## src/rtl/id_ex_stage.sv

```systemverilog
// ID->EX pipeline register with valid/ready handshake, flush and hold.
// Define ID_EX_SKID_EN to add a skid entry and a registered ready_o.
module id_ex_stage (
    input  logic        clk,
    input  logic        rst,
    input  logic [31:0] inst_i,
    input  logic [31:0] inst_addr_i,
    input  logic [31:0] op1_i,
    input  logic [31:0] op2_i,
    input  logic        reg_wen_i,
    input  logic [4:0]  rd_addr_i,
    input  logic        valid_i,
    output logic        ready_o,
    output logic [31:0] inst_o,
    output logic [31:0] inst_addr_o,
    output logic [31:0] op1_o,
    output logic [31:0] op2_o,
    output logic        reg_wen_o,
    output logic [4:0]  rd_addr_o,
    output logic        valid_o,
    input  logic        ready_i,
    input  logic        flush_i,
    input  logic        hold_i
);

    localparam logic [31:0] NOP = 32'h00000013;

    typedef struct packed {
        logic [31:0] inst;
        logic [31:0] addr;
        logic [31:0] op1;
        logic [31:0] op2;
        logic        wen;
        logic [4:0]  rd;
    } beat_t;

    beat_t in_beat;
    beat_t main_q, main_d;
    logic  main_vld_q, main_vld_d;
    logic  in_xfer, out_xfer;

    assign in_beat  = '{inst: inst_i, addr: inst_addr_i, op1: op1_i, op2: op2_i,
                        wen: reg_wen_i, rd: rd_addr_i};
    assign valid_o  = main_vld_q & ~hold_i;
    assign in_xfer  = valid_i & ready_o & ~hold_i & ~flush_i;
    assign out_xfer = valid_o & ready_i & ~flush_i;

`ifdef ID_EX_SKID_EN
    beat_t skid_q, skid_d;
    logic  skid_vld_q, skid_vld_d;
    logic  ready_q;

    assign ready_o = ready_q & ~hold_i;

    // ready_o is low whenever skid is full, so a skid->main move never meets an input beat
    always_comb begin
        main_d     = main_q;
        main_vld_d = main_vld_q;
        skid_d     = skid_q;
        skid_vld_d = skid_vld_q;
        if (flush_i) begin
            main_vld_d = 1'b0;
            skid_vld_d = 1'b0;
        end else if (out_xfer) begin
            if (skid_vld_q) begin
                main_d     = skid_q;
                main_vld_d = 1'b1;
                skid_vld_d = 1'b0;
            end else if (in_xfer) begin
                main_d     = in_beat;
                main_vld_d = 1'b1;
            end else begin
                main_vld_d = 1'b0;
            end
        end else if (in_xfer) begin
            if (main_vld_q) begin
                skid_d     = in_beat;
                skid_vld_d = 1'b1;
            end else begin
                main_d     = in_beat;
                main_vld_d = 1'b1;
            end
        end
    end

    always_ff @(posedge clk or negedge rst) begin
        if (!rst) begin
            skid_q     <= '0;
            skid_vld_q <= 1'b0;
            ready_q    <= 1'b1;
        end else begin
            skid_q     <= skid_d;
            skid_vld_q <= skid_vld_d;
            ready_q    <= ~skid_vld_d;
        end
    end
`else
    assign ready_o = (~valid_o | ready_i) & ~hold_i;

    always_comb begin
        main_d     = main_q;
        main_vld_d = main_vld_q;
        if (flush_i) begin
            main_vld_d = 1'b0;
        end else if (in_xfer) begin
            main_d     = in_beat;
            main_vld_d = 1'b1;
        end else if (out_xfer) begin
            main_vld_d = 1'b0;
        end
    end
`endif

    always_ff @(posedge clk or negedge rst) begin
        if (!rst) begin
            main_q     <= '0;
            main_vld_q <= 1'b0;
        end else begin
            main_q     <= main_d;
            main_vld_q <= main_vld_d;
        end
    end

    // Empty main presents a bubble; reg_wen_o is additionally gated by hold via valid_o
    always_comb begin
        inst_o      = main_vld_q ? main_q.inst : NOP;
        inst_addr_o = main_vld_q ? main_q.addr : '0;
        op1_o       = main_vld_q ? main_q.op1  : '0;
        op2_o       = main_vld_q ? main_q.op2  : '0;
        rd_addr_o   = main_vld_q ? main_q.rd   : '0;
        reg_wen_o   = valid_o & main_q.wen;
    end

endmodule

```

## config.mk

```make
export PLATFORM = sky130hd
export DESIGN_NAME = id_ex_stage
export DESIGN_NICKNAME = d
export VERILOG_FILES = /design/src/rtl/id_ex_stage.sv
export SDC_FILE = /design/constraint.sdc
export NUM_CORES = 1
export LEC_CHECK = 0
export ABC_AREA = 1
export BUFFER_PORTS_ARGS = -buffer_cell sky130_fd_sc_hd__buf_4
export CORE_MARGIN = 2
export CORE_UTILIZATION = 48
export DETAILED_ROUTE_END_ITERATION = 8
export PLACE_DENSITY = 0.79
export SLEW_MARGIN = 25
export SYNTH_ARGS = -nofsm -noshare
export SYNTH_HDL_FRONTEND = slang
export SYNTH_SLANG_ARGS = --single-unit
```

## constraint.sdc

```tcl
create_clock -name clk -period 1.4 [get_ports clk]
set_input_delay 0.07 -clock clk [delete_from_list [all_inputs] [get_ports clk]]
set_output_delay 0.07 -clock clk [all_outputs]
set_load 0.005 [all_outputs]
```

## Word-level counts from Yosys, hierarchy flattened

Index checks and enable logic that the tools add are counted.

| operators by class | value |
|---|---|
| bitwise operators | 12 |
| reductions and logical operators | 2 |
| mux-type cells | 8 |

Operator list:

| operator | count |
|---|---|
| 32-bit two-way mux | 4 |
| 1-bit AND | 8 |
| 5-bit two-way mux | 1 |
| 1-bit two-way mux | 3 |
| 1-bit inverter | 3 |
| 3-bit nonzero test | 1 |
| 2-bit AND reduction | 1 |
| 1-bit OR | 1 |

| word-level totals | value |
|---|---|
| bits in registers | 135 |
| output and inout port bits | 136 |
| logic and storage cells | 29 |
| input port bits | 140 |

## Depth between registers and ports, before layout

Gate-level depths: netlist of the first run.

| logic depth | value |
|---|---|
| depth in word-level cells | 10 |
| mapped depth | 8 |
| gate-level depth less buffers | 5 |

## Worst setup path before layout of the first run

No wires, ideal clock.

| path | value |
|---|---|
| path type | register to register |
| from | register main_vld_q |
| to | register main_q[100] (netlist name) |
| required time | 1.284 ns |
| setup slack | 0.165 ns |
| setup time | 0.116 ns |
| stages on the path, launching flop included | 8 |
| arrival | 1.118 ns |
| clock period less this slack | 1.235 ns |
| cell sequence | dfrtp_1 > buf_2 > nand2_1 > nand3_2 > buf_4 > buf_2 > nand2_1 > nand2_1 |

| on the way | value |
|---|---|
| longest elaborated chain between the ends | 8 |

RTL lines:

| element | RTL line | source |
|---|---|---|
| start, declared | 39 | `logic main_vld_q, main_vld_d;` |
| start signal, assigned | 120 | `main_vld_q <= main_vld_d;` |
| 1-bit AND | 44 | `assign valid_o = main_vld_q & ~hold_i;` |
| 1-bit inverter | 98 | `assign ready_o = (~valid_o \| ready_i) & ~hold_i;` |
| 1-bit OR | 98 |  |
| 1-bit AND | 98 |  |
| 1-bit AND (3 in a row) | 45 | `assign in_xfer = valid_i & ready_o & ~hold_i & ~flush_i;` |
| 2-bit AND reduction (no line) | n/a |  |
| end signal, assigned | 119 | `main_q <= main_d;` |
| end, declared | 38 | `beat_t main_q, main_d;` |

No other way between the ends.
A chain may end at the register's enable or synchronous reset.

## Worst setup path after layout of the first run

| path | value |
|---|---|
| from | register main_vld_q |
| to | output op2_o[20] |

| on the way | value |
|---|---|
| longest elaborated chain between the ends | 1 |

RTL lines:

| element | RTL line | source |
|---|---|---|
| 32-bit two-way mux | 129 | `op2_o = main_vld_q ? main_q.op2 : '0;` |
| end, declared | 17 | `output logic [31:0] op2_o,` |

No other way between the ends.

==> results of run 1 <==
final cells by class:
| type | count | area share, % |
|---|---|---|
| Antenna cell | 1 | 0.0214 |
| Timing Repair Buffer | 462 | 38.4 |
| Tap cell | 176 | 1.88 |
| Clock inverter | 14 | 1.55 |
| Multi-Input combinational cell | 545 | 21.1 |
| Inverter | 136 | 4.38 |
| Clock buffer | 18 | 3.75 |
| Sequential cell | 135 | 28.9 |
what timing repair did:
| action | 4_1_cts | 5_1_grt |
|---|---|---|
| pin swaps | 1 | 36 |
| hold endpoints to repair | 270 | 0 |
| hold buffers | 136 | 0 |
| resized for setup | 7 | 90 |
| setup buffers | 2 | 5 |
| gates cloned | 3 | 27 |
| endpoints found under the setup margin | 136 | 270 |
critical path: stages, from the launching register on:
cell and delay (ps):
sky130_fd_sc_hd__dfrtp_4 510, sky130_fd_sc_hd__clkbuf_16 180, sky130_fd_sc_hd__buf_6 160, sky130_fd_sc_hd__nand2_1 90
sky130_fd_sc_hd__inv_1 60, sky130_fd_sc_hd__buf_4 130
power breakdown:
group | internal [mW] | switching (mW) | leakage (nW)
registers | 4.65 | 0.509 | 1.65
clock network | 3.01 | 1.79 | 0.301
logic | 1.59 | 1.56 | 5.06
total | 9.24 | 3.87 | 7.02
flip-flops by register name, summed over array words and instances (netlist names):
| name | cells |
|---|---|
| main_q | 134 |
| main_vld_q | 1 |
metrics by stage:
stage	std cells	cell area (um^2)
2_1_floorplan	873	6410
3_3_place_gp	1281	8690
3_5_place_dp	1281	8690
5_1_grt	1487	11700
4_1_cts	1454	10800
6_report	1487	11700
placed cells by master, fill, tap and decap left out:
cell	count
sky130_fd_sc_hd__dfrtp_4	1
sky130_fd_sc_hd__nor2_4	1
sky130_fd_sc_hd__dlygate4sd3_1	136
sky130_fd_sc_hd__nand3_1	114
sky130_fd_sc_hd__buf_12	12
sky130_fd_sc_hd__nand3_4	1
sky130_fd_sc_hd__clkinvlp_4	3
sky130_fd_sc_hd__nor2_1	1
sky130_fd_sc_hd__buf_16	7
sky130_fd_sc_hd__dfrtp_1	134
sky130_fd_sc_hd__bufinv_16	4
sky130_fd_sc_hd__nand2_1	363
sky130_fd_sc_hd__buf_6	14
sky130_fd_sc_hd__o21ai_0	2
sky130_fd_sc_hd__clkbuf_8	1
sky130_fd_sc_hd__inv_4	1
sky130_fd_sc_hd__inv_1	126
sky130_fd_sc_hd__nand2_2	36
sky130_fd_sc_hd__inv_2	9
sky130_fd_sc_hd__buf_8	4
sky130_fd_sc_hd__nand3_2	20
sky130_fd_sc_hd__clkinv_2	6
sky130_fd_sc_hd__clkinv_4	1
sky130_fd_sc_hd__nand2_4	4
sky130_fd_sc_hd__buf_4	271
sky130_fd_sc_hd__or2_2	3
sky130_fd_sc_hd__clkbuf_16	35
sky130_fd_sc_hd__diode_2	1
logic make-up (layout without fill, tap and decap cells):
kind of cell	count (synthesis)	in the layout	share of synthesized area [%]
flops	135	135	52.7
simple gates	543	543	34.8
compound gates	2	2	0.156
buf+inv	193	630	12.4
other cells	0	1	0
routing by layer:
layer	track usage [%]	up-vias	share of wire, %
met2	54.6	653	48
met3	6.99	144	11
li1	-	3456	-
met1	39.0	3796	36
met4	15.4	0	5.2
met5	0	-	0
worst paths after layout:
kind / slack, ps / end / from / cells after the start
worst max-delay path: -230 / op2_o[20] / main_vld_q / 5
worst min-delay path: 70 / main_vld_q / hold_i / 3
worst max register to register: -220 / main_q[107] / main_vld_q / 7
worst min register to register: 470 / main_q[129] / main_q[129] / 2
max in group asynchronous: 740 / main_q[14] / rst / 3
min in group asynchronous: 110 / main_q[107] / rst / 2
==> flow_summary.html, run 1 <==
<table>
<tr><th>Metric</th><th>Value</th></tr>
<tr><th colspan="2">STA</th></tr>
<tr><td>Hold Violations, Final</td><td>0</td></tr>
<tr><td>Worst clock skew on the final layout</td><td>7.96 ps</td></tr>
<tr><td>Summed negative setup slack over all endpoints</td><td>-40,410 ps</td></tr>
<tr><td>Number of setup violations in the final report</td><td>between 200 and 300</td></tr>
<tr><td>Setup WS post-layout</td><td>-228 ps</td></tr>
<tr><td>Worst-case headroom to the max-slew limit</td><td>73.2%</td></tr>
<tr><td>Unrepaired setup endpoints after global routing</td><td>yes</td></tr>
<tr><td>Final hold slack</td><td>around 73 ps</td></tr>
<tr><td>Final max-slew violation count</td><td>0</td></tr>
<tr><td>Transition time of the tightest slew-check pin</td><td>402 ps</td></tr>
<tr><td>Fraction of the cycle the final worst path needs</td><td>116%</td></tr>
<tr><td>Final critical delay including setup and external delays</td><td>1630 ps</td></tr>
<tr><td>Highest achievable clock rate</td><td>about 0.61 GHz</td></tr>
<tr><th colspan="2">Power</th></tr>
<tr><td>Power after layout</td><td>13.1 mW</td></tr>
<tr><td>Reported leakage power</td><td>7.02 nW</td></tr>
<tr><td>Power density over the cells</td><td>1120 nW/um^2</td></tr>
<tr><td>Largest vdd supply drop</td><td>0.771 mV</td></tr>
<tr><th colspan="2">Worst setup path</th></tr>
<tr><td>Endpoint class of the critical path</td><td>output pin</td></tr>
<tr><td>Arr. time, crit path</td><td>1560 ps</td></tr>
<tr><td>Category of the critical setup timing path</td><td>reg2out</td></tr>
<tr><td>Category of the worst setup path launch point</td><td>register</td></tr>
<tr><td>CP required</td><td>1330 ps</td></tr>
<tr><td>CP max FO</td><td>6</td></tr>
<tr><th colspan="2">Logic synthesis</th></tr>
<tr><td>Ys Warns</td><td>0</td></tr>
<tr><td>Synth top area share</td><td>about 53%</td></tr>
<tr><td>Seq/Total Area, Yosys</td><td>52.7%</td></tr>
<tr><td>Average instance area after synthesis</td><td>approximately 7.3 um^2</td></tr>
<tr><td>Number of synthesized register bits</td><td>135</td></tr>
<tr><td>Most instantiated cells after synthesis</td><td>sky130_fd_sc_hd__nand2_1, sky130_fd_sc_hd__dfrtp_1, sky130_fd_sc_hd__inv_1, sky130_fd_sc_hd__nand3_1, sky130_fd_sc_hd__buf_2</td></tr>
<tr><td>Distinct cell type count after synthesis</td><td>15</td></tr>
<tr><td>Post-synth top area cell</td><td>sky130_fd_sc_hd__dfrtp_1</td></tr>
<tr><td>Ranking of synthesized cells by area</td><td>sky130_fd_sc_hd__dfrtp_1, sky130_fd_sc_hd__nand2_1, sky130_fd_sc_hd__nand3_1</td></tr>
<tr><td>Count of flip-flops with a built-in enable after synthesis</td><td>0</td></tr>
<tr><td>Share of async-settable or async-resettable flops after synthesis</td><td>100%</td></tr>
<tr><td>Main synth FF type</td><td>sky130_fd_sc_hd__dfrtp_1</td></tr>
<tr><td>Number of cells produced by synthesis</td><td>just under 900</td></tr>
<tr><td>Post-synthesis instance area</td><td>between 6000 and 7000 um^2</td></tr>
<tr><td>Net count after synthesis</td><td>1,013</td></tr>
<tr><td>Cell with the most instances after synthesis</td><td>sky130_fd_sc_hd__nand2_1</td></tr>
<tr><th colspan="2">Routing</th></tr>
<tr><td>Routed Wire Length</td><td>roughly 30,000 um</td></tr>
<tr><td>Post-route DRC</td><td>0</td></tr>
<tr><td>Vias</td><td>8,049</td></tr>
<tr><td>DRT iter0 DRCs</td><td>971</td></tr>
<tr><td>Vias per std cell</td><td>roughly 5.4</td></tr>
<tr><td>Number of nets still failing antenna checks after routing</td><td>0</td></tr>
<tr><td>Drt wl/cell</td><td>19.9 um</td></tr>
<tr><td>Pre-antenna DRT Iters</td><td>6</td></tr>
<tr><th colspan="2">Clock tree</th></tr>
<tr><td>Number of buffers created by CTS</td><td>17</td></tr>
<tr><td>Total clock sinks</td><td>135</td></tr>
<tr><td>CTS clk-pin slew, worst paths</td><td>60 ps</td></tr>
<tr><td>Clock Tree Buf Depth</td><td>2</td></tr>
<tr><td>Clock insertion delay at the later pin of the skew report</td><td>430 ps</td></tr>
<tr><td>Number of H-tree levels</td><td>4</td></tr>
<tr><td>Clock tree from TritonCTS</td><td>built</td></tr>
<tr><td>Buffer type at the clock tree root</td><td>sky130_fd_sc_hd__clkbuf_16</td></tr>
<tr><th colspan="2">Floorplan</th></tr>
<tr><td>I/O pin total</td><td>approximately 280</td></tr>
<tr><td>Die outline area</td><td>14,300 um^2</td></tr>
<tr><td>Chip height</td><td>120 um</td></tr>
<tr><td>Horizontal extent of the die</td><td>120 um</td></tr>
<tr><td>FP Rows</td><td>42</td></tr>
<tr><td>Core box area</td><td>13,100 um^2</td></tr>
<tr><td>Initial Util</td><td>48.8%</td></tr>
<tr><th colspan="2">Hold path</th></tr>
<tr><td>Class of the tightest hold or removal check</td><td>in2reg</td></tr>
<tr><th colspan="2">Global routing</th></tr>
<tr><td>Total gr overflow</td><td>0</td></tr>
<tr><td>Maximum number of pins on one net before global-route repair</td><td>72</td></tr>
<tr><td>Wire length of the first global-routing pass</td><td>36,200 um</td></tr>
<tr><td>Global-route usage over all layers</td><td>32.2%</td></tr>
<tr><td>Number of antenna violations at the first check in global routing</td><td>1</td></tr>
<tr><td>Vias in the first global route</td><td>~7,300</td></tr>
<tr><th colspan="2">Job</th></tr>
<tr><td>Max Cap Viol</td><td>0</td></tr>
<tr><th colspan="2">Final layout</th></tr>
<tr><td>Fraction of layout instances using a drive strength above 1</td><td>33.1%</td></tr>
<tr><td>Area of the multi-input gates</td><td>about 2500 um^2</td></tr>
<tr><td>Post-layout util</td><td>between 80% and 90%</td></tr>
<tr><td>Total of fill cells in the finished design</td><td>~600</td></tr>
<tr><td>Synthesis-to-finish area growth</td><td>82.4%</td></tr>
<tr><td>Area taken by flip-flops and latches</td><td>3380 um^2</td></tr>
<tr><td>Final net count</td><td>~1,400</td></tr>
<tr><th colspan="2">Placement</th></tr>
<tr><td>Placed wire-length estimate after detailed placement</td><td>12,100 um</td></tr>
<tr><td>Port Buf Inserts</td><td>275</td></tr>
<tr><td>RD Place Congestion</td><td>roughly 0.80</td></tr>
<tr><td>Pre-CTS worst setup slack</td><td>102 ps</td></tr>
<tr><th colspan="2">Run status</th></tr>
<tr><td>Status</td><td>complete, but fails checks</td></tr>
<tr><td>Failing checks</td><td>negative setup slack</td></tr>
</table>
No activity file was read; power rests on OpenSTA's default activity.
==> run 2, diff against run 1 <==
TNS_END_PERCENT = 10   (was unset)
==> run 2 against run 1 <==
- the flow still finishes with violations (negative setup slack)
- maximum frequency rose by 1.9%
- final cell count decreased by 1.1%
- clock power fell by 1%
- clock skew about the same
- design area fell by 3.1%
- sequential share of layout area up 0.94 points
- worst hold slack gained 2.4 ps
- via count is 4.7% lower
- wire length shrank 11%
==> flow_summary.html, run 2 (synthesis gave the netlist of run 1 again) <==
<table>
<tr><th>Metric</th><th>Value</th></tr>
<tr><th colspan="2">Power</th></tr>
<tr><td>Largest vdd supply drop</td><td>0.738 mV</td></tr>
<tr><td>Net switching power figure</td><td>between 3 and 4 mW</td></tr>
<tr><td>Reported leakage power</td><td>6.82 nW</td></tr>
<tr><td>Portion of total power attributed to sequential cells</td><td>40.1%</td></tr>
<tr><td>Total internal power</td><td>9.13 mW</td></tr>
<tr><td>Combinational share of power</td><td>22.8%</td></tr>
<tr><td>Power after layout</td><td>12.8 mW</td></tr>
<tr><td>Clock share of power</td><td>37.1%</td></tr>
<tr><td>Power density over the cells</td><td>1130 nW/um^2</td></tr>
<tr><td>Switching share of power</td><td>around 29%</td></tr>
<tr><th colspan="2">Final layout</th></tr>
<tr><td>Largest register FFs</td><td>134</td></tr>
<tr><td>Area of the multi-input gates</td><td>2430 um^2</td></tr>
<tr><td>Most common library cell in the layout ignoring fill and taps</td><td>sky130_fd_sc_hd__nand2_1</td></tr>
<tr><td>Most flops, register</td><td>main_q</td></tr>
<tr><td>Final net count</td><td>1,420</td></tr>
<tr><td>Area taken by flip-flops and latches</td><td>3380 um^2</td></tr>
<tr><td>Synthesis-to-finish area growth</td><td>76.7%</td></tr>
<tr><td>Summed area of non-filler cells in the final layout</td><td>11,300 um^2</td></tr>
<tr><td>Total of fill cells in the finished design</td><td>642</td></tr>
<tr><td>Finished Layout Cells</td><td>approximately 1,500</td></tr>
<tr><td>Largest registers</td><td>main_q x134, main_vld_q x1</td></tr>
<tr><td>Fraction of layout instances using a drive strength above 1</td><td>32.2%</td></tr>
<tr><td>Most used cells in the layout excluding fill and tap cells</td><td>sky130_fd_sc_hd__nand2_1, sky130_fd_sc_hd__buf_4, sky130_fd_sc_hd__dlygate4sd3_1, sky130_fd_sc_hd__dfrtp_1, sky130_fd_sc_hd__inv_1</td></tr>
<tr><th colspan="2">Routing</th></tr>
<tr><td>Pre-antenna DRT Iters</td><td>5</td></tr>
<tr><td>Number of nets still failing antenna checks after routing</td><td>0</td></tr>
<tr><td>DRT iter0 DRCs</td><td>approximately 810</td></tr>
<tr><td>Vias per std cell</td><td>approximately 5.2</td></tr>
<tr><td>Drt wl/cell</td><td>17.9 um</td></tr>
<tr><td>Vias</td><td>7,671</td></tr>
<tr><td>Routed Wire Length</td><td>26,300 um</td></tr>
<tr><td>Post-route DRC</td><td>0</td></tr>
<tr><th colspan="2">Worst setup path</th></tr>
<tr><td>Critical path's largest stage delay</td><td>a little under 500 ps</td></tr>
<tr><td>Arr. time, crit path</td><td>1530 ps</td></tr>
<tr><td>Category of the worst setup path launch point</td><td>register</td></tr>
<tr><td>Slowest cell on the critical path</td><td>sky130_fd_sc_hd__dfrtp_4</td></tr>
<tr><td>Critical-path cell list</td><td>buf_12 -&gt; buf_16 -&gt; nand2_2 -&gt; inv_1 -&gt; buf_4</td></tr>
<tr><td>Endpoint class of the critical path</td><td>output pin</td></tr>
<tr><td>CP required</td><td>1330 ps</td></tr>
<tr><td>Category of the critical setup timing path</td><td>reg2out</td></tr>
<tr><td>CP max FO</td><td>12</td></tr>
<tr><th colspan="2">Floorplan</th></tr>
<tr><td>Horizontal extent of the die</td><td>120 um</td></tr>
<tr><td>Core box area</td><td>13,100 um^2</td></tr>
<tr><td>Die outline area</td><td>14,300 um^2</td></tr>
<tr><td>Initial Util</td><td>48.8%</td></tr>
<tr><td>Chip height</td><td>120 um</td></tr>
<tr><td>FP Rows</td><td>42</td></tr>
<tr><td>I/O pin total</td><td>between 200 and 300</td></tr>
<tr><th colspan="2">Clock tree</th></tr>
<tr><td>Clock insertion delay at the later pin of the skew report</td><td>about 430 ps</td></tr>
<tr><td>Number of H-tree levels</td><td>4</td></tr>
<tr><td>Total clock sinks</td><td>135</td></tr>
<tr><td>Clock tree from TritonCTS</td><td>built</td></tr>
<tr><td>CTS clk-pin slew, worst paths</td><td>60 ps</td></tr>
<tr><td>Clock Tree Buf Depth</td><td>2</td></tr>
<tr><td>Number of buffers created by CTS</td><td>17</td></tr>
<tr><td>Buffer type at the clock tree root</td><td>sky130_fd_sc_hd__clkbuf_16</td></tr>
<tr><th colspan="2">Placement</th></tr>
<tr><td>Placed wire-length estimate after detailed placement</td><td>approximately 12,000 um</td></tr>
<tr><td>Number of placed instances with taps included</td><td>around 1,300</td></tr>
<tr><td>Post-place instance area</td><td>8690 um^2</td></tr>
<tr><td>RD Place Congestion</td><td>approximately 0.8</td></tr>
<tr><td>Port Buf Inserts</td><td>275</td></tr>
<tr><td>Pre-CTS worst setup slack</td><td>a little over 100 ps</td></tr>
<tr><th colspan="2">Global routing</th></tr>
<tr><td>Wire length of the first global-routing pass</td><td>roughly 36,000 um</td></tr>
<tr><td>Maximum number of pins on one net before global-route repair</td><td>72</td></tr>
<tr><td>Total gr overflow</td><td>0</td></tr>
<tr><td>Vias in the first global route</td><td>7,344</td></tr>
<tr><td>Global-route usage over all layers</td><td>about a third</td></tr>
<tr><td>Number of antenna violations at the first check in global routing</td><td>1</td></tr>
<tr><th colspan="2">STA</th></tr>
<tr><td>Final max-slew violation count</td><td>0</td></tr>
<tr><td>Worst clock skew on the final layout</td><td>7.72 ps</td></tr>
<tr><td>Number of setup violations in the final report</td><td>254</td></tr>
<tr><td>Unrepaired setup endpoints after global routing</td><td>yes</td></tr>
<tr><td>Hold Violations, Final</td><td>0</td></tr>
<tr><td>Worst-case headroom to the max-slew limit</td><td>73.1%</td></tr>
<tr><td>Transition time of the tightest slew-check pin</td><td>403 ps</td></tr>
<tr><td>Setup WS post-layout</td><td>-197 ps</td></tr>
<tr><td>Highest achievable clock rate</td><td>0.626 GHz</td></tr>
<tr><td>Final critical delay including setup and external delays</td><td>1600 ps</td></tr>
<tr><td>Fraction of the cycle the final worst path needs</td><td>114%</td></tr>
<tr><th colspan="2">Run status</th></tr>
<tr><td>Status</td><td>complete, but fails checks</td></tr>
<tr><td>Failing checks</td><td>negative setup slack</td></tr>
<tr><th colspan="2">Job</th></tr>
<tr><td>Max Cap Viol</td><td>0</td></tr>
<tr><th colspan="2">Hold path</th></tr>
<tr><td>Class of the tightest hold or removal check</td><td>in2reg</td></tr>
</table>
[run 2: cell type report]
type | instances | share of cell area [%]
repair buffers | 445 | 36.7
flip-flops and latches | 135 | 29.8
multi-input cells | 545 | 21.5
inverters | 136 | 4.53
clock buffers | 18 | 3.88
well taps | 176 | 1.94
clock inverters | 14 | 1.60
diodes | 1 | 0.0221
[run 2: worst max-delay path, delay by kind of cell, from the launching register on]
kind          cells  cell delay, ps
buf+inv           4             530
flops             1             490
simple gates      1              70
[run 2: worst paths after layout]
check,from,end,slack (ps),depth (start not counted)
worst min register to register,main_q[127],main_q[127],470,2
max in group asynchronous,rst,main_q[13],740,3
worst max register to register,main_vld_q,main_q[50],-130,8
worst min-delay path,ready_i,main_vld_q,80,4
min in group asynchronous,rst,main_q[85],120,2
worst max-delay path,main_vld_q,rd_addr_o[3],-200,5
[run 2: power groups by stage]
stage / combinational, mW / clock [mW] / sequential [mW]
after detailed placement: 2.10 / 0 / 5.10
after floorplan: 1.09 / 0 / 4.99
after global routing: 3.17 / 4.93 / 5.21
after global placement: 2.04 / 0 / 5.08
final: 2.92 / 4.74 / 5.14
after CTS: 2.50 / 4.75 / 5.05
[run 2: repair_timing]
action / in CTS / in global routing
gates cloned: 3 / 13
pin swaps: 1 / 44
endpoints found under the hold margin: 270 / 0
endpoints found under the setup margin: 136 / 270
gates resized for setup: 8 / 78
hold buffers: 136 / 0
setup buffers: 2 / 2
[run 2: through the flow]
| step | hold slack [ps] | util (%) | TNS (ps) |
|---|---|---|---|
| floorplan | -226 | - | 0 |
| global placement | 5.15 | 66.1 | 0 |
| detailed placement | 7.78 | 66.1 | 0 |
| CTS | 19.8 | 82.2 | -30210 |
| global route | 79.5 | 86.3 | -42990 |
| finish | 75.0 | 86.3 | -28880 |
[run 2: routing by layer]
layer	vias up	part of all wire, %	GRT usage (%)
met5	-	0	0
met4	0	4.7	15.7
met3	113	9.4	6.84
met2	521	49	54.4
met1	3617	37	39.2
li1	3420	-	-
==> run 3, diff against run 2 <==
CORE_UTILIZATION = 49   (was 48)
CTS_BUF_LIST = sky130_fd_sc_hd__clkbuf_2   (was unset)
MAX_ROUTING_LAYER = met4   (was unset)
PLACE_DENSITY = 0.8   (was 0.79)
==> run 3 against run 2 <==
- global-route usage grew 4.5 points
- the run now fails in detailed routing
- area after synthesis is the same
- synthesized cell count is the same
==> flow_summary.html, run 3 <==
<table>
<tr><th>Metric</th><th>Value</th></tr>
<tr><th colspan="2">Run status</th></tr>
<tr><td>Status</td><td>aborted with a tool error</td></tr>
<tr><td>Stage at which the flow ended</td><td>detailed routing</td></tr>
<tr><td>Tool error</td><td>[ERROR DRT-0255] Maze Route cannot find path of net inst_i[7] in worker of routeBox ( 96600 0 ) ( 118405 48300 ).</td></tr>
<tr><th colspan="2">Global routing</th></tr>
<tr><td>Wire length of the first global-routing pass</td><td>39,400 um</td></tr>
<tr><td>Vias in the first global route</td><td>slightly below 8,000</td></tr>
<tr><td>Total gr overflow</td><td>0</td></tr>
<tr><td>Maximum number of pins on one net before global-route repair</td><td>80</td></tr>
<tr><td>Global-route usage over all layers</td><td>a little under two fifths</td></tr>
<tr><td>Number of antenna violations at the first check in global routing</td><td>1</td></tr>
<tr><th colspan="2">Placement</th></tr>
<tr><td>Pre-CTS worst setup slack</td><td>between 80 and 90 ps</td></tr>
<tr><td>Placed wire-length estimate after detailed placement</td><td>between 10,000 and 15,000 um</td></tr>
<tr><td>RD Place Congestion</td><td>0.826</td></tr>
<tr><td>Number of placed instances with taps included</td><td>1,275</td></tr>
<tr><td>Port Buf Inserts</td><td>~280</td></tr>
<tr><th colspan="2">Logic synthesis</th></tr>
<tr><td>Share of async-settable or async-resettable flops after synthesis</td><td>100%</td></tr>
<tr><td>Number of synthesized register bits</td><td>135</td></tr>
<tr><td>Distinct cell type count after synthesis</td><td>15</td></tr>
<tr><td>Count of flip-flops with a built-in enable after synthesis</td><td>0</td></tr>
<tr><td>Cell with the most instances after synthesis</td><td>sky130_fd_sc_hd__nand2_1</td></tr>
<tr><td>Most instantiated cells after synthesis</td><td>sky130_fd_sc_hd__nand2_1, sky130_fd_sc_hd__dfrtp_1, sky130_fd_sc_hd__inv_1, sky130_fd_sc_hd__nand3_1, sky130_fd_sc_hd__buf_2</td></tr>
<tr><td>Ys Warns</td><td>0</td></tr>
<tr><td>Net count after synthesis</td><td>~1,000</td></tr>
<tr><td>Number of cells produced by synthesis</td><td>873</td></tr>
<tr><td>Synth top area share</td><td>52.7%</td></tr>
<tr><td>Post-synthesis instance area</td><td>6410 um^2</td></tr>
<tr><td>Post-synth top area cell</td><td>sky130_fd_sc_hd__dfrtp_1</td></tr>
<tr><td>Average instance area after synthesis</td><td>~7.3 um^2</td></tr>
<tr><td>Main synth FF type</td><td>sky130_fd_sc_hd__dfrtp_1</td></tr>
<tr><td>Seq/Total Area, Yosys</td><td>52.7%</td></tr>
<tr><td>Ranking of synthesized cells by area</td><td>sky130_fd_sc_hd__dfrtp_1, sky130_fd_sc_hd__nand2_1, sky130_fd_sc_hd__nand3_1</td></tr>
<tr><th colspan="2">Floorplan</th></tr>
<tr><td>Horizontal extent of the die</td><td>118 um</td></tr>
<tr><td>I/O pin total</td><td>276</td></tr>
<tr><td>Chip height</td><td>118 um</td></tr>
<tr><td>FP Rows</td><td>41</td></tr>
<tr><td>Initial Util</td><td>50.4%</td></tr>
<tr><th colspan="2">Clock tree</th></tr>
<tr><td>Total clock sinks</td><td>135</td></tr>
<tr><td>Buffer type at the clock tree root</td><td>sky130_fd_sc_hd__clkbuf_2</td></tr>
<tr><td>Number of H-tree levels</td><td>4</td></tr>
<tr><td>Clock Tree Buf Depth</td><td>2</td></tr>
<tr><td>Number of buffers created by CTS</td><td>17</td></tr>
<tr><th colspan="2">STA</th></tr>
<tr><td>Worst ep type</td><td>primary output</td></tr>
<tr><td>Worst setup endpoint after the global-route repair_timing</td><td>inst_addr_o[3]</td></tr>
</table>
## run 3: cell counts after synthesis
Identical to the previous run, type by type.
## run 3: per-layer routing
metal / global-route usage [%]
met4: 19.6
met3: 9.22
met2: 61.9
met1: 39.8
met5: -
## run 3: kinds of logic after synthesis
| family | after synthesis | synth area share, % |
|---|---|---|
| AND/OR/NAND/NOR | 543 | 34.8 |
| AO/OA/AOI/OAI | 2 | 0.156 |
| flip-flops | 135 | 52.7 |
| buffers and inverters | 193 | 12.4 |
## run 3: metrics by stage
step / instance area, um^2 / TNS, ps / hold WS, ps
after floorplan: 6410 / 0 / -226
after global placement: 8640 / 0 / -55.2
after detailed placement: 8640 / 0 / -54.8
after CTS: 10400 / -84560 / 45.6
after global routing: 11000 / -107380 / 64.5
## run 3: repair_timing
item / 4_1_cts / 5_1_grt
resized for setup: 15 / 132
endpoints found under the hold margin: 270 / 22
setup endpoints to repair: 136 / 271
hold buffers: 141 / 1
buffers inserted: 2 / 5
pin swaps: 1 / 9
cloned: 3 / 13
==> run 4, diff against run 3 <==
CORE_UTILIZATION = 40   (was 49)
CTS_BUF_LIST = unset   (was sky130_fd_sc_hd__clkbuf_2)
MAX_ROUTING_LAYER = unset   (was met4)
PLACE_DENSITY = unset   (was 0.8)
PLACE_DENSITY_LB_ADDON = 0.15   (was unset)
==> run 4 against run 3 <==
- global-route usage fell by 13 points
- the flow now finishes, with violations (negative setup slack)
==> flow_summary.html, run 4 (synthesis gave the netlist of run 1 again) <==
<table>
<tr><th>Metric</th><th>Value</th></tr>
<tr><th colspan="2">Clock tree</th></tr>
<tr><td>Clock insertion delay at the later pin of the skew report</td><td>410 ps</td></tr>
<tr><td>Buffer type at the clock tree root</td><td>sky130_fd_sc_hd__clkbuf_16</td></tr>
<tr><td>Clock tree from TritonCTS</td><td>built</td></tr>
<tr><td>Clock Tree Buf Depth</td><td>2</td></tr>
<tr><td>Number of H-tree levels</td><td>4</td></tr>
<tr><td>Number of buffers created by CTS</td><td>17</td></tr>
<tr><td>Total clock sinks</td><td>135</td></tr>
<tr><td>CTS clk-pin slew, worst paths</td><td>~60 ps</td></tr>
<tr><th colspan="2">Floorplan</th></tr>
<tr><td>Initial Util</td><td>40.7%</td></tr>
<tr><td>I/O pin total</td><td>276</td></tr>
<tr><td>Horizontal extent of the die</td><td>131 um</td></tr>
<tr><td>FP Rows</td><td>46</td></tr>
<tr><td>Chip height</td><td>131 um</td></tr>
<tr><td>Die outline area</td><td>17,100 um^2</td></tr>
<tr><td>Core box area</td><td>15,800 um^2</td></tr>
<tr><th colspan="2">Worst setup path</th></tr>
<tr><td>Critical path's largest stage delay</td><td>just over 500 ps</td></tr>
<tr><td>FF-to-FF path depth</td><td>7</td></tr>
<tr><td>RR Startpoint</td><td>main_vld_q</td></tr>
<tr><td>Slowest cell on the critical path</td><td>sky130_fd_sc_hd__dfrtp_4</td></tr>
<tr><td>CP required</td><td>between 1000 and 1500 ps</td></tr>
<tr><td>Category of the critical setup timing path</td><td>reg2out</td></tr>
<tr><td>CP max FO</td><td>46</td></tr>
<tr><td>Arr. time, crit path</td><td>1460 ps</td></tr>
<tr><td>Reg-to-reg setup timing slack</td><td>-20 ps</td></tr>
<tr><td>Category of the worst setup path launch point</td><td>register</td></tr>
<tr><td>Critical-path cell list</td><td>buf_12 -&gt; nand2_1 -&gt; inv_1 -&gt; buf_4</td></tr>
<tr><td>R2R Path End</td><td>main_q[131]</td></tr>
<tr><td>Endpoint class of the critical path</td><td>output pin</td></tr>
<tr><th colspan="2">Run status</th></tr>
<tr><td>Status</td><td>complete, but fails checks</td></tr>
<tr><td>Failing checks</td><td>negative setup slack</td></tr>
<tr><th colspan="2">Final layout</th></tr>
<tr><td>Total of fill cells in the finished design</td><td>about 1,400</td></tr>
<tr><td>Most flops, register</td><td>main_q</td></tr>
<tr><td>Final net count</td><td>1,408</td></tr>
<tr><td>Summed area of non-filler cells in the final layout</td><td>10,800 um^2</td></tr>
<tr><td>Most common library cell in the layout ignoring fill and taps</td><td>sky130_fd_sc_hd__nand2_1</td></tr>
<tr><td>Inserted Diodes</td><td>0</td></tr>
<tr><td>Fraction of layout instances using a drive strength above 1</td><td>26.5%</td></tr>
<tr><td>Synthesis-to-finish area growth</td><td>68.6%</td></tr>
<tr><td>Largest registers</td><td>main_q x134, main_vld_q x1</td></tr>
<tr><td>Largest register FFs</td><td>between 100 and 150</td></tr>
<tr><td>Post-layout util</td><td>68.6%</td></tr>
<tr><td>Most used cells in the layout excluding fill and tap cells</td><td>sky130_fd_sc_hd__nand2_1, sky130_fd_sc_hd__buf_4, sky130_fd_sc_hd__dlygate4sd3_1, sky130_fd_sc_hd__nand3_1, sky130_fd_sc_hd__dfrtp_1</td></tr>
<tr><th colspan="2">Power</th></tr>
<tr><td>Reported leakage power</td><td>about 6.6 nW</td></tr>
<tr><td>Largest vdd supply drop</td><td>0.838 mV</td></tr>
<tr><td>Power after layout</td><td>around 12 mW</td></tr>
<tr><td>Power density over the cells</td><td>1100 nW/um^2</td></tr>
<tr><th colspan="2">STA</th></tr>
<tr><td>Final max-slew violation count</td><td>0</td></tr>
<tr><td>Number of setup violations in the final report</td><td>155</td></tr>
<tr><td>Final hold slack</td><td>43.5 ps</td></tr>
<tr><td>Setup WS post-layout</td><td>-133 ps</td></tr>
<tr><td>Transition time of the tightest slew-check pin</td><td>~360 ps</td></tr>
<tr><td>Worst clock skew on the final layout</td><td>~6 ps</td></tr>
<tr><td>Hold Violations, Final</td><td>0</td></tr>
<tr><td>Unrepaired setup endpoints after global routing</td><td>yes</td></tr>
<tr><td>Final critical delay including setup and external delays</td><td>1530 ps</td></tr>
<tr><td>Fraction of the cycle the final worst path needs</td><td>109%</td></tr>
<tr><td>Highest achievable clock rate</td><td>0.652 GHz</td></tr>
<tr><td>Worst-case headroom to the max-slew limit</td><td>between 70% and 80%</td></tr>
<tr><th colspan="2">Routing</th></tr>
<tr><td>Post-route DRC</td><td>0</td></tr>
<tr><td>Number of nets still failing antenna checks after routing</td><td>0</td></tr>
<tr><td>Vias</td><td>roughly 6,700</td></tr>
<tr><td>DRT iter0 DRCs</td><td>323</td></tr>
<tr><td>Pre-antenna DRT Iters</td><td>4</td></tr>
<tr><td>Routed Wire Length</td><td>20,300 um</td></tr>
<tr><td>Drt wl/cell</td><td>13.6 um</td></tr>
<tr><td>Vias per std cell</td><td>between 4 and 5</td></tr>
<tr><th colspan="2">Hold path</th></tr>
<tr><td>Startpoint of the tightest hold check path</td><td>hold_i</td></tr>
<tr><td>Class of the tightest hold or removal check</td><td>in2reg</td></tr>
<tr><td>Endpoint of the worst hold-timing path</td><td>main_vld_q</td></tr>
<tr><td>Cell depth of the worst hold path</td><td>3</td></tr>
<tr><th colspan="2">Placement</th></tr>
<tr><td>RD Place Congestion</td><td>0.792</td></tr>
<tr><td>Port Buf Inserts</td><td>about 280</td></tr>
<tr><td>Placed wire-length estimate after detailed placement</td><td>12,400 um</td></tr>
<tr><td>Pre-CTS worst setup slack</td><td>roughly 110 ps</td></tr>
<tr><td>Post-place instance area</td><td>8760 um^2</td></tr>
<tr><th colspan="2">Global routing</th></tr>
<tr><td>Maximum number of pins on one net before global-route repair</td><td>73</td></tr>
<tr><td>Wire length of the first global-routing pass</td><td>32,200 um</td></tr>
<tr><td>Vias in the first global route</td><td>6,677</td></tr>
<tr><td>Global-route usage over all layers</td><td>24.1%</td></tr>
<tr><td>Number of antenna violations at the first check in global routing</td><td>0</td></tr>
<tr><td>Total gr overflow</td><td>0</td></tr>
<tr><th colspan="2">Job</th></tr>
<tr><td>Max Cap Viol</td><td>0</td></tr>
</table>
[run 4: where the power goes]
part / switching (mW) / internal (mW) / total (mW)
Clock: 1.64 / 2.70 / 4.34
Combinational: 1.18 / 1.31 / 2.49
Sequential: 0.398 / 4.65 / 5.04
[run 4: area by class of cell]
class	instances	area [um^2]	share of cell area [%]
Clock inverter	9	100	0.926
Multi-Input combinational cell	545	2270	21.0
Tap cell	216	270	2.50
Inverter	136	510	4.72
Clock buffer	23	468	4.33
Timing Repair Buffer	433	3810	35.2
Sequential cell	135	3380	31.3
[run 4: critical path, delay by kind of cell (launching register included)]
kind / cells / cell delay [ps]
flops: 1 / 510
simple gates: 1 / 90
buf+inv: 3 / 440
[run 4: per-layer routing]
| metal | part of all wire [%] | up-vias | wire (um) | GRT usage (%) |
|---|---|---|---|---|
| li1 | - | 3381 | - | - |
| met1 | 42 | 3059 | 8500 | 29.8 |
| met2 | 48 | 220 | 9820 | 39.6 |
| met3 | 7.0 | 37 | 1420 | 6.92 |
| met4 | 2.8 | 0 | 563 | 10.1 |
| met5 | 0 | - | 0 | 0 |
[run 4: how the worst max path moves through the flow]
| stage | start | to | slack, ps |
|---|---|---|---|
| 3_5_place_dp | main_vld_q | main_q[131] | 110 |
| 3_3_place_gp | main_vld_q | main_q[104] | 150 |
| 5_1_grt | main_vld_q | op2_o[11] | -220 |
| 4_1_cts | main_vld_q | rd_addr_o[4] | -200 |
| 2_1_floorplan | main_vld_q | main_q[100] | 170 |
| 6_report | main_vld_q | inst_addr_o[10] | -130 |
[run 4: stage by stage]
stage / TNS [ps] / std cells
3_3_place_gp: 0 / 1324
5_1_grt: -25280 / 1497
3_5_place_dp: 0 / 1324
6_report: -11660 / 1497
4_1_cts: -19280 / 1495
2_1_floorplan: 0 / 873
[run 4: timing repair]
action,in CTS,in global routing
pin swaps,1,1
hold buffers,136,0
endpoints found under the hold margin,270,0
gates resized for setup,15,7
buffers inserted,2,3
setup endpoints to repair,136,255
gates cloned,1,0
